### src/rtl/triangle_sequencer.sv
// triangle_sequencer: turns one host burst command (count, height, sign,
// alternate) into a series of dav_/rfd handshakes toward the triangular
// pulse generator, with a programmable idle gap after each handshake.
module triangle_sequencer #(
  parameter int GAP = 4
) (
  input  logic       clock,
  input  logic       reset_,
  input  logic       cmd_dav_,
  output logic       cmd_rfd,
  input  logic [3:0] n_in,
  input  logic [6:0] h_in,
  input  logic       s_in,
  input  logic       alt_in,
  output logic       dav_,
  input  logic       rfd,
  output logic       s,
  output logic [6:0] h,
  output logic       busy
);

  localparam logic [7:0] GAP_CNT = 8'(GAP);

  typedef enum logic [2:0] {
    IDLE,
    ACK,
    W_RFD,
    OFFER,
    GAP_W
  } state_t;

  state_t     state_reg, state_next;
  logic [3:0] n_reg, n_next;
  logic       alt_reg, alt_next;
  logic [7:0] cnt_reg, cnt_next;
  logic       cmd_rfd_reg, cmd_rfd_next;
  logic       dav_reg, dav_next;
  logic       s_reg, s_next;
  logic [6:0] h_reg, h_next;
  logic       busy_reg, busy_next;

  // Every output comes straight from a register.
  assign cmd_rfd = cmd_rfd_reg;
  assign dav_    = dav_reg;
  assign s       = s_reg;
  assign h       = h_reg;
  assign busy    = busy_reg;

  // State and datapath registers; reset drops any burst in progress and
  // releases dav_ even if the generator is mid-handshake.
  always_ff @(posedge clock or negedge reset_) begin
    if (!reset_) begin
      state_reg   <= IDLE;
      n_reg       <= 4'd0;
      alt_reg     <= 1'b0;
      cnt_reg     <= 8'd0;
      cmd_rfd_reg <= 1'b1;
      dav_reg     <= 1'b1;
      s_reg       <= 1'b0;
      h_reg       <= 7'd0;
      busy_reg    <= 1'b0;
    end else begin
      state_reg   <= state_next;
      n_reg       <= n_next;
      alt_reg     <= alt_next;
      cnt_reg     <= cnt_next;
      cmd_rfd_reg <= cmd_rfd_next;
      dav_reg     <= dav_next;
      s_reg       <= s_next;
      h_reg       <= h_next;
      busy_reg    <= busy_next;
    end
  end

  // Next-state and next-output logic; everything holds unless a state says otherwise.
  always_comb begin
    state_next   = state_reg;
    n_next       = n_reg;
    alt_next     = alt_reg;
    cnt_next     = cnt_reg;
    cmd_rfd_next = cmd_rfd_reg;
    dav_next     = dav_reg;
    s_next       = s_reg;
    h_next       = h_reg;
    busy_next    = busy_reg;

    unique case (state_reg)
      IDLE: begin
        cmd_rfd_next = 1'b1;
        if (!cmd_dav_) begin
          n_next       = n_in;
          h_next       = h_in;
          s_next       = s_in;
          alt_next     = alt_in;
          cmd_rfd_next = 1'b0;
          busy_next    = 1'b1;
          state_next   = ACK;
        end
      end

      ACK: begin
        // Host inputs are no longer looked at; only the release matters.
        if (cmd_dav_) begin
          if (n_reg == 4'd0) begin
            cmd_rfd_next = 1'b1;
            busy_next    = 1'b0;
            state_next   = IDLE;
          end else begin
            state_next = W_RFD;
          end
        end
      end

      W_RFD: begin
        dav_next = 1'b1;
        if (rfd) begin
          dav_next   = 1'b0;
          state_next = OFFER;
        end
      end

      OFFER: begin
        // s and h stay untouched while the request is outstanding.
        if (!rfd) begin
          dav_next   = 1'b1;
          n_next     = n_reg - 4'd1;
          s_next     = s_reg ^ alt_reg;
          cnt_next   = GAP_CNT;
          state_next = GAP_W;
        end
      end

      GAP_W: begin
        if (cnt_reg != 8'd0) begin
          cnt_next = cnt_reg - 8'd1;
        end else if (n_reg == 4'd0) begin
          cmd_rfd_next = 1'b1;
          busy_next    = 1'b0;
          state_next   = IDLE;
        end else begin
          state_next = W_RFD;
        end
      end

      default: begin
        state_next = IDLE;
      end
    endcase
  end

endmodule
### config.mk
export PLATFORM = sky130hd
export DESIGN_NAME = triangle_sequencer
export DESIGN_NICKNAME = d
export VERILOG_FILES = /design/src/rtl/triangle_sequencer.sv
export SDC_FILE = /design/constraint.sdc
export NUM_CORES = 1
export LEC_CHECK = 0
export BUFFER_PORTS_ARGS = -buffer_cell sky130_fd_sc_hd__buf_2
export CAP_MARGIN = 20
export CORE_MARGIN = 5
export CORE_UTILIZATION = 57
export CTS_CLUSTER_DIAMETER = 100
export CTS_CLUSTER_SIZE = 40
export DETAILED_ROUTE_END_ITERATION = 10
export PLACE_DENSITY = 0.93
export SKIP_LAST_GASP = 1
export SLEW_MARGIN = 10
export SYNTH_ARGS = -nofsm -noshare
export SYNTH_HDL_FRONTEND = slang
export SYNTH_SLANG_ARGS = --single-unit
### constraint.sdc
create_clock -name clock -period 3.03 [get_ports clock]
set_input_delay 0.303 -clock clock [delete_from_list [all_inputs] [get_ports clock]]
set_output_delay 0.303 -clock clock [all_outputs]
set_load 0.02 [all_outputs]
Word level (Yosys, flattened, before mapping)
Cells that the tools add are included.
W data, S select, Z words.
Cells by class
  bitwise logic cells: 2
  reductions and logical operators: 14
  equality and inequality tests: 10
  add/subtract/negate cells: 2
  multiplexer cells: 29
Operators by type and width (count)
  $mux W8: 2
  $pmux W8 S2: 1
  $mux W3: 5
  $pmux W3 S5: 1
  $mux W1: 12
  $ne A2 B2 Y1 const B: 6
  $reduce_and A3 Y1: 3
  $mux W4: 2
  $pmux W4 S2: 1
  $reduce_bool A8 Y1: 1
  $sub A8 B1 Y8 const B: 1
  $eq A3 B2 Y1 const B: 2
  $pmux W1 S3: 2
  $reduce_bool A2 Y1: 3
  $reduce_and A5 Y1: 1
  $logic_not A4 Y1: 1
  $pmux W1 S2: 2
  $reduce_and A2 Y1: 2
  $reduce_and A4 Y1: 1
  $sub A4 B1 Y4 const B: 1
  $eq A3 B1 Y1 const B: 1
  $eq A3 B3 Y1 const B: 1
  $logic_not A3 Y1: 1
  $reduce_bool A3 Y1: 1
  other kinds (3): 3
Word-level totals
  logic and storage cells: 66
  bits in registers: 27
  output and inout port bits: 11

Logic depth before layout (Yosys ltp)
  depth in word-level cells: 4
  gate-level depth with buffers: 6

Least setup slack after synthesis
Ideal clock, no wire load.
  path kind: register -> register
  start: register state_reg[1]
  end: register cnt_reg[7]
  path buffers: 2
  stages on the path, launching flop included: 7
  arrival time: 1680 ps
  data required time: 2953 ps
  path slack: 1272 ps
  path through: dfrtp_1 -> buf_6 -> or3b_1 -> buf_2 -> nand4b_4 -> or4_1 -> a21oi_1
On the way
  cells in the longest elaborated chain, start to end: 3
  elaborated cells between the ends (all ways): 7
  classes of those cells: eq/ne (4); mux (1); reduce/logical (2)
RTL lines
  start: declaration: RTL line 32  | state_t state_reg, state_next;
  start signal: assignment: RTL line 63  | state_reg <= state_next;
  $eq A3 B3 Y1 or $eq A3 B2 Y1 (tied branches): RTL line 87  | unique case (state_reg)
  $ne A2 B2 Y1 (no source line) or $reduce_bool A2 Y1 (tied branches)
  $reduce_and A3 Y1 (no source line)
  end signal: assignment: RTL line 66  | cnt_reg <= cnt_next;
  end: declaration: RTL line 35  | logic [7:0] cnt_reg, cnt_next;
Several ways; a longest one is shown, not always the timed one.
A chain may end at the register's enable or synchronous reset.

Final worst setup path
  start: register cnt_reg[0]
  end: register cnt_reg[2]
On the way
  cells in the longest elaborated chain, start to end: 3
  elaborated cells between the ends (all ways): 6
  classes of those cells: add/sub (1); eq/ne (1); mux (2); reduce/logical (2)
RTL lines (RTL line)
  $sub A8 B1 Y8 or $reduce_bool A8 Y1 (tied branches): 135, 134
  $mux W8 or $ne A2 B2 Y1 (tied branches)
  $pmux W8 S2 or $reduce_and A3 Y1 (tied branches)
Several ways; a longest one is shown, not always the timed one. The select of a mux whose other input is x is not followed.

==> metrics.yaml <==
core-area_um2: 2250
drc: 0
cts_setup_buffers: 0
final_util_pct: 68.8
final_common_cell: "buf_2"
yosysTopAreaCell: "dfrtp_1"
grt_pass1_vias: 1206
grt-ovfl-total: 0
crit_fanout: 8
grt_pass1_wl_mm: 5.13
min_period_ns: 2.00
rsz0062_at_grt: "no"
ant_nets: 0
ff2ff_setup_slack_ns: 1.03
drive_gt1_share_pct: 26.8
ys_types: 43
critical_path_class: "flop to flop"
syn-mean-instance-area_um2: 10.6
drt-total-wl_mm: 2.81
hold_ws_ns: 0.163
largest_register_ffs: 8
gp_congestion: 0.767
synth_cells: 131
slew_headroom_pct: 51.8
dieArea_um2: 3510
timing.fmax_mhz: 499
clock-root-buffer: "clkbuf_4"
yosysTopAreaCellShare_pct: 45.2
post-place-ws_ns: 1.04
skew_ns: 0.00134
viasPerCell: 5.90
internal_power_uw: 878
cts_inserted_buffers: 3
p_switching_uw: 667
fin_setup_tns_ns: 0
tritoncts: "yes"
vias: 1091
syn_area_um2: 1380
required_ns: 3.24
clkPwrFrac_pct: 10.1
tightestPinTransition_ns: 0.717
die_y_um: 59.3
irDropWorstVdd_uv: 642
grt_antenna_before_repair: 0
cap_violations: 0
track_usage_pct: 19.2
grt_max_degree: 28
final_area_um2: 1550
fin_crit_sh_pct: 66.1
synth.area.top_cells: "dfrtp_1 45%, dfstp_2 3.8%, mux2_1 3.3%"
fp.dieW_um: 59.3
hpwlAfterDp_mm: 2.14
clock_latency_ns: 0.32
worstRegToRegCells: 6
drv_slew: 0
h-tree-depth: 1
final_cell_mix: "27 x buf_2, 25 x dfrtp_1, 11 x nor2_1"
final_hold_viol_count: 0
pwr-share-seq_pct: 44.8
p_comb_share_pct: 45.1
start_util_pct: 61.4
arrival_ns: 2.21
hold_depth: 2
port_buffers: 27
ios: 28
ys_ff_latch: 27
seq_area_frac_synth_pct: 49.0
first_pass_iters: 4
synth_nets: 151
clk_path_buf_depth: 2
final_cells: 185
power.total_mw: 1.54
yosys_warnings: 0
powerDensity_nw_per_um2: 996
synthToLayoutAreaGrowth_pct: 12.1
outcome: "finished, final reports clean"
clock-sinks: 27
p_sw_share_pct: 43.2
diodes: 0
crit_path_start_kind: "flop"
hp-class: "input pin to flop"
drt_iter0_drc: 72
clkTransAtPathRegs_ns: 0.14
finalWorstSetupSlack_ns: 1.03
place_inst: 180
wl_per_cell_um: 15.2
fp-row-count: 17
place_area_um2: 1520
finalSetupViolations: 0
endpoint_kind: "flop"
leakage_nw: 0.706
fin_nets: 178
==> synth_stat cells, drive strengths merged <==
| cell | n |
|---|---|
| a211o | 1 |
| a211oi | 2 |
| a21oi | 8 |
| a2bb2oi | 1 |
| a31oi | 1 |
| and3b | 1 |
| and4bb | 1 |
| buf | 4 |
| clkbuf | 2 |
| dfrtp | 25 |
| dfstp | 2 |
| ha | 3 |
| inv | 4 |
| mux2 | 8 |
| mux2i | 3 |
| nand2 | 10 |
| nand2b | 2 |
| nand3 | 2 |
| nand3b | 1 |
| nand4 | 1 |
| nand4b | 1 |
| nor2 | 11 |
| nor2b | 2 |
| nor3 | 5 |
| nor3b | 4 |
| nor4 | 2 |
| o211ai | 1 |
| o21ai | 12 |
| o21ba | 1 |
| o221a | 1 |
| o32ai | 1 |
| or2 | 3 |
| or3 | 1 |
| or3b | 1 |
| or4 | 2 |
| or4b | 1 |
==> what timing repair did <==
action	in CTS	in global routing
hold buffers	1	0
hold endpoints to repair	25	0
gates resized for setup	0	0
==> worst max-delay path, stage by stage (launching register included) <==
cell      delay (ns)
dfrtp_1         0.40
inv_1           0.18
ha_1            0.19
nor3b_1         0.48
a21oi_2         0.22
a211oi_1        0.34
a31oi_1         0.08
==> area by class of cell <==
type                       instances  area (um2)
fill                             176         703
timing repair buffer              28         145
sequential                        27         678
tap                               28        35.0
inverter                           4        15.0
clock buffer                       4        26.3
multi-input combinational         94         652
==> kinds of logic (layout without fill, tap and decap cells) <==
family | Yosys count | after routing | share of synthesized area (%)
AND/OR/NAND/NOR | 51 | 51 | 22.7
multiplexers | 11 | 11 | 8.68
buffers and inverters | 10 | 36 | 3.89
adder cells (fa/ha/maj) | 3 | 3 | 2.71
AO/OA/AOI/OAI | 29 | 29 | 13.0
flip-flops | 27 | 27 | 49.0
==> per-layer routing <==
layer / wire, um / part of all wire [%] / up-vias / global-route usage (%)
met2: 1470 / 52 / 24 / 33.7
met1: 1180 / 42 / 537 / 21.7
met5: 0 / 0 / - / 0
met3: 100 / 3.6 / 7 / 3.49
li1: - / - / 523 / -
met4: 59 / 2.1 / 0 / 10.7
==> power by group through the flow <==
stage          Clock, mW  Combinational [mW]  Sequential (mW)
6_report           0.156               0.697            0.692
5_1_grt            0.173               0.784            0.722
4_1_cts            0.159               0.704            0.689
3_5_place_dp           0               0.700            0.696
3_3_place_gp           0               0.658            0.680
2_1_floorplan          0               0.494            0.723
==> path summary, 6_finish.rpt <==
check / from / to
worst min register to register: h[5] / h[5]
worst max-delay path: cnt_reg[0] / cnt_reg[2]
worst min-delay path: rfd / dav_
max in group asynchronous: reset_ / state_reg[1]
worst max register to register: cnt_reg[0] / cnt_reg[2]
min in group asynchronous: reset_ / cnt_reg[2]
Note: power is estimated with default switching activity, not from simulation.
